--- src/rtl/cv32e40x_fencei_flush_responder.sv ---
// Responder for the controller's fence.i flush handshake: blocks and drains instruction OBI,
// invalidates every icache line, then pulses ack. Optional CV32E40X_FENCEI_PERF_EN adds flush_cycles_o.
module cv32e40x_fencei_flush_responder #(
  parameter int NUM_LINES       = 16,
  parameter int MAX_OUTSTANDING = 2,
  localparam int IW = (NUM_LINES > 1) ? $clog2(NUM_LINES) : 1,
  localparam int CW = (MAX_OUTSTANDING > 0) ? $clog2(MAX_OUTSTANDING + 1) : 1
) (
  input  logic          clk,
  input  logic          rst_n,
`ifdef CV32E40X_FENCEI_PERF_EN
  output logic [15:0]   flush_cycles_o,
`endif
  input  logic          fencei_flush_req_i,
  output logic          fencei_flush_ack_o,
  input  logic          instr_req_i,
  input  logic          instr_gnt_i,
  input  logic          instr_rvalid_i,
  output logic          instr_block_o,
  output logic          inval_valid_o,
  output logic [IW-1:0] inval_idx_o,
  input  logic          inval_ready_i,
  output logic          busy_o
);

  typedef enum logic [2:0] {IDLE, DRAIN, INVAL, ACK, WAIT_LOW} state_e;

  localparam int LAST_IDX = (NUM_LINES > 0) ? NUM_LINES - 1 : 0;

  state_e        state;
  logic [CW-1:0] outstanding;
  logic          inc;
  logic          dec;

  assign inc = instr_req_i & instr_gnt_i;
  assign dec = instr_rvalid_i;

  // Tracks the bus even while idle so a grant in the cycle that sees req is still drained.
  // NOTE: sequential state uses non-blocking (<=) so every flop samples pre-edge values.
  always_ff @(posedge clk or negedge rst_n) begin
    if (!rst_n) begin
      outstanding <= '0;
    end else if (inc && !dec) begin
      if (outstanding != CW'(MAX_OUTSTANDING)) outstanding <= outstanding + 1'b1;
    end else if (dec && !inc) begin
      if (outstanding != '0) outstanding <= outstanding - 1'b1;
    end
  end

  always_ff @(posedge clk or negedge rst_n) begin
    if (!rst_n) begin
      state              <= IDLE;
      fencei_flush_ack_o <= 1'b0;
      instr_block_o      <= 1'b0;
      inval_valid_o      <= 1'b0;
      inval_idx_o        <= '0;
      busy_o             <= 1'b0;
    end else begin
      fencei_flush_ack_o <= 1'b0;
      case (state)
        IDLE: begin
          if (fencei_flush_req_i) begin
            state         <= DRAIN;
            instr_block_o <= 1'b1;
            busy_o        <= 1'b1;
          end
        end
        DRAIN: begin
          if (outstanding == '0) begin
            if (NUM_LINES == 0) begin
              state              <= ACK;
              fencei_flush_ack_o <= 1'b1;
            end else begin
              state         <= INVAL;
              inval_valid_o <= 1'b1;
            end
          end
        end
        INVAL: begin
          // Strobe and index are held until the icache accepts; never retracted.
          if (inval_ready_i) begin
            if (inval_idx_o == IW'(LAST_IDX)) begin
              state              <= ACK;
              fencei_flush_ack_o <= 1'b1;
              inval_valid_o      <= 1'b0;
              inval_idx_o        <= '0;
            end else begin
              inval_idx_o <= inval_idx_o + 1'b1;
            end
          end
        end
        ACK: begin
          state         <= WAIT_LOW;
          instr_block_o <= 1'b0;
        end
        WAIT_LOW: begin
          // The request level from the finished flush must drop before a new one is accepted.
          if (!fencei_flush_req_i) begin
            state  <= IDLE;
            busy_o <= 1'b0;
          end
        end
        default: begin
          state         <= IDLE;
          instr_block_o <= 1'b0;
          inval_valid_o <= 1'b0;
          inval_idx_o   <= '0;
          busy_o        <= 1'b0;
        end
      endcase
    end
  end

`ifdef CV32E40X_FENCEI_PERF_EN
  // Counts DRAIN entry through the ACK cycle inclusive; holds until the next flush starts.
  always_ff @(posedge clk or negedge rst_n) begin
    if (!rst_n) begin
      flush_cycles_o <= '0;
    end else if (state == IDLE && fencei_flush_req_i) begin
      flush_cycles_o <= 16'd1;
    end else if ((state == DRAIN || state == INVAL) && flush_cycles_o != 16'hFFFF) begin
      flush_cycles_o <= flush_cycles_o + 16'd1;
    end
  end
`endif

  a_no_overflow: assert property (@(posedge clk) disable iff (!rst_n)
    !(inc && !dec && outstanding == CW'(MAX_OUTSTANDING)));

  a_no_underflow: assert property (@(posedge clk) disable iff (!rst_n)
    !(dec && !inc && outstanding == '0));

  a_req_held: assert property (@(posedge clk) disable iff (!rst_n)
    (state == DRAIN || state == INVAL) |-> fencei_flush_req_i);

endmodule

--- config.mk ---
export PLATFORM = sky130hd
export DESIGN_NAME = cv32e40x_fencei_flush_responder
export DESIGN_NICKNAME = d
export VERILOG_FILES = /design/src/rtl/cv32e40x_fencei_flush_responder.sv
export SDC_FILE = /design/constraint.sdc
export NUM_CORES = 1
export LEC_CHECK = 0
export ABC_AREA = 1
export CAP_MARGIN = 20
export CORE_MARGIN = 2
export CORE_UTILIZATION = 36
export CTS_CLUSTER_SIZE = 24
export DETAILED_ROUTE_END_ITERATION = 8
export GPL_TIMING_DRIVEN = 0
export PLACE_DENSITY = 0.59
export SYNTH_ARGS = -nofsm -noshare
export SYNTH_HDL_FRONTEND = slang
export SYNTH_SLANG_ARGS = --single-unit
--- constraint.sdc ---
create_clock -name clk -period 2 [get_ports clk]
set_input_delay 0.4 -clock clk [delete_from_list [all_inputs] [get_ports clk]]
set_output_delay 0.4 -clock clk [all_outputs]
set_load 0.01 [all_outputs]
==> run summary, run 1 <==
Global routing finished with a remaining overflow of 0. The average instance in the mapped netlist occupies 7.67 um2. VDD sags by at most 0.654 mV.

The tools report the critical path launch point type as a flop. The largest net degree at the start of global routing was 14. After synthesis the netlist holds a flip-flop and latch count of 13. The initial utilization of the core area, before any placement, comes to 37.5%.

Global routing used 14.0% of the available tracks. Along the worst path, the maximum fanout reaches 5. The number of warnings issued by yosys was 0; the hold violation count in the final report was 0.

In the final timing run, aggregate negative setup slack is 0 ns. In the final layout, the multi-input gates occupy 328 um2. The path type of the worst setup path was flop to primary output.

TritonCTS built the clock tree. On the worst path, the slowest cell contributes a delay of 0.56 ns. The total die area is 2400 um2, and the number of setup buffers added after CTS is 0. Dividing the detail-routed wire length by the instance count gives 9.99 um. The top cell family by delay on the critical path was buffers and inverters.

Once detail routing completed, the nets flagged for antenna violations numbered 0. Summed over all cells, the static leakage comes to 0.472 nW. The later pin in the worst-skew pair is clocked with a latency of 0.28 ns. The setup slack on the worst flop-to-flop path was 0.67 ns.

The clock-pin slew reported for the worst setup and hold paths after clock tree synthesis works out to 0.08 ns. Relative to the synthesized area, the layout overhead comes to 27.5%. Worst-margin pin slew: 0.614 ns.

The worst pin sits at a relative slew slack of 58.9%. For the via count, the log shows 616. The longest clock path from root to sink contains 2 buffers. Sequential cell area: 325 um2. Measured along the x axis, the die boundary spans 49.0 um. Clock net sink count: 13. Summing the sequential cell areas from Yosys gives 44.7% of the chip area.

In this run the worst hold path is classified as flop to flop. The final count of pins violating max slew was 0; the final wirelength was 1.40 mm. The cell at the slowest stage of the critical path is sky130_fd_sc_hd__clkdlybuf4s50_1. The first global-routing pass estimated 2.60 mm of wire. Data arrives at the worst endpoint at 1.27 ns. The cell sitting at the root of the clock tree is a sky130_fd_sc_hd__clkbuf_4.

Setup repair after global routing left no endpoint under its margin. The congestion estimate from routability-driven global placement came to 0.765. For the post-synthesis instance total, the log shows 95. Using the TritonRoute via totals, the vias-per-cell ratio works out to 4.40.

For the post-synthesis cell type count, the log shows 19. The net count of the finished layout is 123. The ratio of final minimum period to clock period works out to 83.3%. The H-tree depth was 1.

The number of cells upsized or downsized after cts is 0, and the number of buffer and inverter stages on the critical path is 1. The critical path required time came out at 1.60 ns. Die height: 49.0 um.

The filler cells instantiated in the layout total 204. The run gives 0 as the cts-stage hold buffer count. The flow ran to the end, and the final reports show no timing, DRC or antenna violations.

In this run the power density over the cells is 1320 nW/um2. The antenna diode count came out at 0. After routing the design area is 928 um2.

Most common cell after layout, fill and taps aside: sky130_fd_sc_hd__nand2_1. Synthesis produced a netlist with a net count of 104. The tools report the peak clock frequency supported by timing as 600 MHz.

The top cell types in the final layout, fill and taps aside, are sky130_fd_sc_hd__nand2_1 (24), sky130_fd_sc_hd__inv_1 (16), sky130_fd_sc_hd__clkdlybuf4s50_1 (14), sky130_fd_sc_hd__dfrtp_1 (13), sky130_fd_sc_hd__nand3_1 (11). Traced cell by cell, the critical path runs through clkdlybuf4s50_1. The via count of the first global-routing pass is 613, and the residual DRC count is 0. STA classifies the critical path endpoint as a primary output. The placed cell area came out at 902 um2.

The run gives 0 as the initial antenna violation count. The wire-length estimate of the detail-placed layout is 1.05 mm. Setup violations remaining at the end of the flow were counted as 0.

The area of the core region is 1940 um2, and the first-pass iteration count of the detailed router is 4. Counting the buffers created by CTS gives 3. The total of buffers placed on input and output ports is 14, and the number of maximum-capacitance constraint violations is 0. The detailed router finished its first iteration with 8 violations. The I/O pin count was 15; the clock period minus final worst setup slack was 1.67 ns. The share of layout cells above drive strength 1 was 13.3%; the final worst clock skew was 0.00221 ns. The cell area after synthesis was 728 um2; the count of standard-cell rows was 16.
logic make-up (layout without fill, tap and decap cells):
group / after synthesis / count (layout) / share of synthesized area, %
buffers and inverters: 19 / 37 / 10.3
DFF: 13 / 13 / 44.7
AOI/OAI and AO/OA: 13 / 13 / 10.7
and+or+nand+nor: 47 / 47 / 29.7
xor gates and xnor gates: 1 / 1 / 1.20
adders and majority gates: 2 / 2 / 3.44
registers in the layout (all words and copies together) (netlist names):
name	count
state	3
instr_block_o	1
busy_o	1
inval_valid_o	1
inval_idx_o	4
fencei_flush_ack_o	1
outstanding	2
synthesized netlist by cell type:
master | count | share of area [%]
sky130_fd_sc_hd__nand2_2 | 1 | 0.86
sky130_fd_sc_hd__nand3_2 | 2 | 2.7
sky130_fd_sc_hd__o21ai_0 | 4 | 2.7
sky130_fd_sc_hd__inv_1 | 16 | 8.2
sky130_fd_sc_hd__nand3_1 | 11 | 7.6
sky130_fd_sc_hd__nor2_1 | 4 | 2.1
sky130_fd_sc_hd__ha_1 | 2 | 3.4
sky130_fd_sc_hd__xnor2_1 | 1 | 1.2
sky130_fd_sc_hd__dfrtp_1 | 13 | 45
sky130_fd_sc_hd__nor2_2 | 3 | 2.6
sky130_fd_sc_hd__buf_4 | 1 | 1.0
sky130_fd_sc_hd__o22ai_1 | 1 | 0.86
sky130_fd_sc_hd__nand2_1 | 24 | 12
sky130_fd_sc_hd__inv_2 | 2 | 1.0
sky130_fd_sc_hd__nand4_1 | 1 | 0.86
sky130_fd_sc_hd__a21oi_1 | 5 | 3.4
sky130_fd_sc_hd__a21oi_2 | 1 | 1.2
sky130_fd_sc_hd__o21ai_2 | 2 | 2.4
sky130_fd_sc_hd__nor3_1 | 1 | 0.69
routing by layer:
layer	routed length [um]	GRT usage (%)
met1	727	18.1
met5	0	0
met4	13	5.71
met3	36	2.76
met2	623	22.8
worst paths after layout:
check | startpoint | end | cells after the start
min in group asynchronous | rst_n | outstanding[0] | 1
worst min register to register | inval_valid_o | inval_valid_o | 2
worst min-delay path | inval_valid_o | inval_valid_o | 2
max in group asynchronous | rst_n | inval_idx_o[2] | 1
worst max register to register | state[0] | inval_idx_o[2] | 6
worst max-delay path | inval_idx_o[2] | inval_idx_o[2] | 1
stage by stage:
| stage | hold WS [ns] | power, mW | std cells | utilization (%) | worst slack [ns] |
|---|---|---|---|---|---|
| after floorplan | 0.104 | 0.882 | 95 | - | 0.771 |
| after global placement | 0.458 | 1.07 | 136 | 46.5 | 0.352 |
| after detailed placement | 0.462 | 1.07 | 136 | 46.5 | 0.335 |
| after CTS | 0.486 | 1.25 | 140 | 47.8 | 0.310 |
| after global routing | 0.507 | 1.36 | 140 | 47.8 | 0.272 |
| final | 0.482 | 1.23 | 140 | 47.8 | 0.334 |
power by group:
group          leakage [nW]  switching, mW  internal [mW]  total, mW
clock network        0.0150         0.0895         0.0774      0.167
registers             0.169         0.0643          0.349      0.413
logic                 0.288          0.389          0.261      0.649
final cells by class:
cell class,count,area share (%)
Inverter,18,7.28
Tap cell,27,3.64
Sequential cell,13,35.0
Buffer,1,0.809
Clock buffer,4,2.83
Timing Repair Buffer,14,15.1
Multi-Input combinational cell,63,35.3
No activity file was read; power rests on OpenSTA's default activity.
==> inputs of run 2 (changes only) <==
- PLACE_DENSITY: 0.59 -> 0.61
- clock period: 2 -> 1.3 ns (I/O delays scaled with it)
==> run summary, run 2 (same netlist as run 1, synthesis figures left out) <==
The worst-case IR drop observed on VDD is 1.05 mV. For the final wirelength, the log shows 1.52 mm. The die height is 49.0 um.

The largest registers in the layout are inval_idx_o: 4 flops, state: 3 flops, outstanding: 2 flops. The H-tree depth came out at 1. Residual DRC count: 0. The cell at the slowest stage of the critical path was sky130_fd_sc_hd__dfrtp_2. The tools report the via count of the first global-routing pass as 585.

In this run the remaining antenna-violating nets after routing total 0. The final count of pins violating max slew was 0; the I/O pin count was 15. The register with the most flip-flops in the layout has 4 of them. The pre-antenna-repair detailed-routing pass consisted of 4 iterations.

The logs give 8 for the initial detailed-routing violation count and 2 for the maximum count of clock buffers along a single path. The worst path arrival time is 1.42 ns. The die covers 2400 um2. Via count: 682. The critical path goes through buf_4, a21oi_2, nand2_4, inv_2, o21ai_2, nand2_1, inv_1. STA puts the critical path data required time at 1.48 ns. The delay contributed by the slowest stage of the critical path works out to 0.47 ns. In this run the core area contains 16 standard-cell rows. The flow ran to the end, and the final reports show no timing, DRC or antenna violations. Along the worst path, the maximum fanout reaches 7. The global-route total usage across every layer is 13.7%.

Clock-pin slew was measured on the worst setup and hold paths at 0.08 ns. The overall die width was 49.0 um. For this configuration, the core starts out at a cell density of 37.5%.

The critical path in this run is classified as flop to flop. The relative area change from synthesis to final layout was 44.8%; the leakage power figure was 0.528 nW. For the worst-skew pair, the clock arrives at the later sink with an insertion delay of 0.27 ns. Final worst clock skew: 0.00174 ns.

The number of antenna diodes in the final layout is 0. The largest net degree at the start of global routing is 14, and the sum of net half-perimeters after detailed placement is 1.01 mm. Leaving out fill and tap cells, the most frequent cell in the layout is sky130_fd_sc_hd__nand2_1. Prior to clock tree synthesis, the placed netlist has a worst setup slack of -0.229 ns. The logs give 129 for the final layout net count and 1940 um2 for the area of the core region. The initial antenna violation count came out at 0. More flip-flops sit in one register than any other, and that register is inval_idx_o. At the end of routability-driven placement, the weighted congestion stood at 0.781.

For the pin with the worst max-slew slack, the measured transition is 0.592 ns. Busiest layer in global routing: met1. For the first-pass GRT wire length, the log shows 2.52 mm. The tool flagged a number of max-cap violations equal to 0. Counting the fill cells in the layout gives 195.

For the final cell utilization of the core, the log shows 54.3%. The critical path launch point type is a flop. The tools report the peak clock frequency supported by timing as 805 MHz. For this run, global-route usage on met2 was measured as 19.2%. Clock tree synthesis inserted a total of 3 buffers. The tools report the worst max-slew margin expressed relative to the limit as 60.4%. Subtracting the final worst setup slack from the clock period gives 1.24 ns. TritonCTS built the clock tree. The ratio of final minimum period to clock period works out to 95.5%. The tools report the met1 track utilization from global routing as 19.6%. For this design, the CTS-stage hold fixing added 0 buffers. The total congestion overflow after global routing came out at 0.

Clock tree synthesis selected as its root buffer the cell sky130_fd_sc_hd__clkbuf_4. The post-route worst setup slack came out at 0.0584 ns. The run gives 2.15% as the met3 usage. Power density over the cells: 2050 nW/um2. The top cell types in the final layout, fill and taps aside, are sky130_fd_sc_hd__nand2_1 (23), sky130_fd_sc_hd__inv_1 (14), sky130_fd_sc_hd__dfrtp_1 (12), sky130_fd_sc_hd__nand3_1 (9), sky130_fd_sc_hd__buf_4 (7).

The hold violation count in the final report was 0; the share of layout cells above drive strength 1 was 27.7%. The type of the tightest min-delay check was input pin to async pin. After detailed routing, the number of vias per cell comes to 4.67. The total of buffers placed on input and output ports works out to 14.

STA classifies the critical path endpoint as a flop. The routed wirelength normalized by instance count is 10.4 um, and the final number of setup-violating endpoints is 0. The clock drives 13 sinks.
## run 2: cell count changes in the layout (fill, tap and decap cells not counted), moves of 2 or more
cell	delta
sky130_fd_sc_hd__a21oi_1	-2
sky130_fd_sc_hd__a21oi_2	+2
sky130_fd_sc_hd__buf_4	+6
sky130_fd_sc_hd__clkdlybuf4s15_1	+2
sky130_fd_sc_hd__clkdlybuf4s50_1	-8
sky130_fd_sc_hd__dlygate4sd2_1	+5
sky130_fd_sc_hd__inv_1	-2
sky130_fd_sc_hd__inv_2	+2
sky130_fd_sc_hd__nand3_1	-2
sky130_fd_sc_hd__nand3_4	+3
sky130_fd_sc_hd__nor2_2	-2
sky130_fd_sc_hd__nor2_4	+3
## run 2: critical path: cells and delay by family (launching register included)
kind | cells | cell delay [ns]
AO/OA/AOI/OAI | 2 | 0.23
flip-flops | 1 | 0.47
AND/OR/NAND/NOR | 2 | 0.17
buffers and inverters | 3 | 0.28
## run 2: layout make-up
cell class	instances	area (um2)	area share (%)
inverter	18	67.6	6.41
sequential	13	327	31.0
timing repair buffer	20	180	17.1
tap	27	33.8	3.20
multi-input combinational	63	413	39.1
clock buffer	4	26.3	2.49
buffer	1	7.51	0.712
## run 2: path summary, 6_finish.rpt
kind,start,to,slack (ns),cells after the start
min,rst_n,outstanding[0],0.36,1
max,state[0],inval_idx_o[3],0.06,7
max reg2reg,state[0],inval_idx_o[3],0.06,7
min in group clk,inval_valid_o,inval_valid_o,0.49,2
max in group asynchronous,rst_n,state[0],0.53,1
min reg2reg,inval_valid_o,inval_valid_o,0.49,2
## run 2: report_power, final
part | switching, mW | leakage (nW) | internal [mW]
combinational | 0.738 | 0.345 | 0.520
clock | 0.133 | 0.0150 | 0.119
sequential | 0.117 | 0.168 | 0.540
total | 0.988 | 0.528 | 1.18
## run 2: what timing repair did
item | in CTS | in global routing
resized for setup | 12 | 20
cloned | 0 | 0
setup endpoints to repair | 13 | 9
pin swaps | 1 | 5
buffers inserted | 2 | 4
## run 2: routing by layer
layer | wire (um) | share of wire [%]
met3 | 43 | 2.8
met4 | 20 | 1.3
met5 | 0 | 0
met2 | 717 | 47
met1 | 737 | 49
## run 2: per-stage QoR
stage               setup TNS [ns]  cells  cell area [um2]  hold WS (ns)  power (mW)
floorplan                        0     95              728       -0.0356        1.36
global placement            -0.712    136              902         0.460        1.64
detailed placement          -0.781    136              902         0.464        1.64
CTS                              0    142              953         0.364        1.92
global route               -0.0242    146             1050         0.385        2.37
finish                           0    146             1050         0.355        2.17
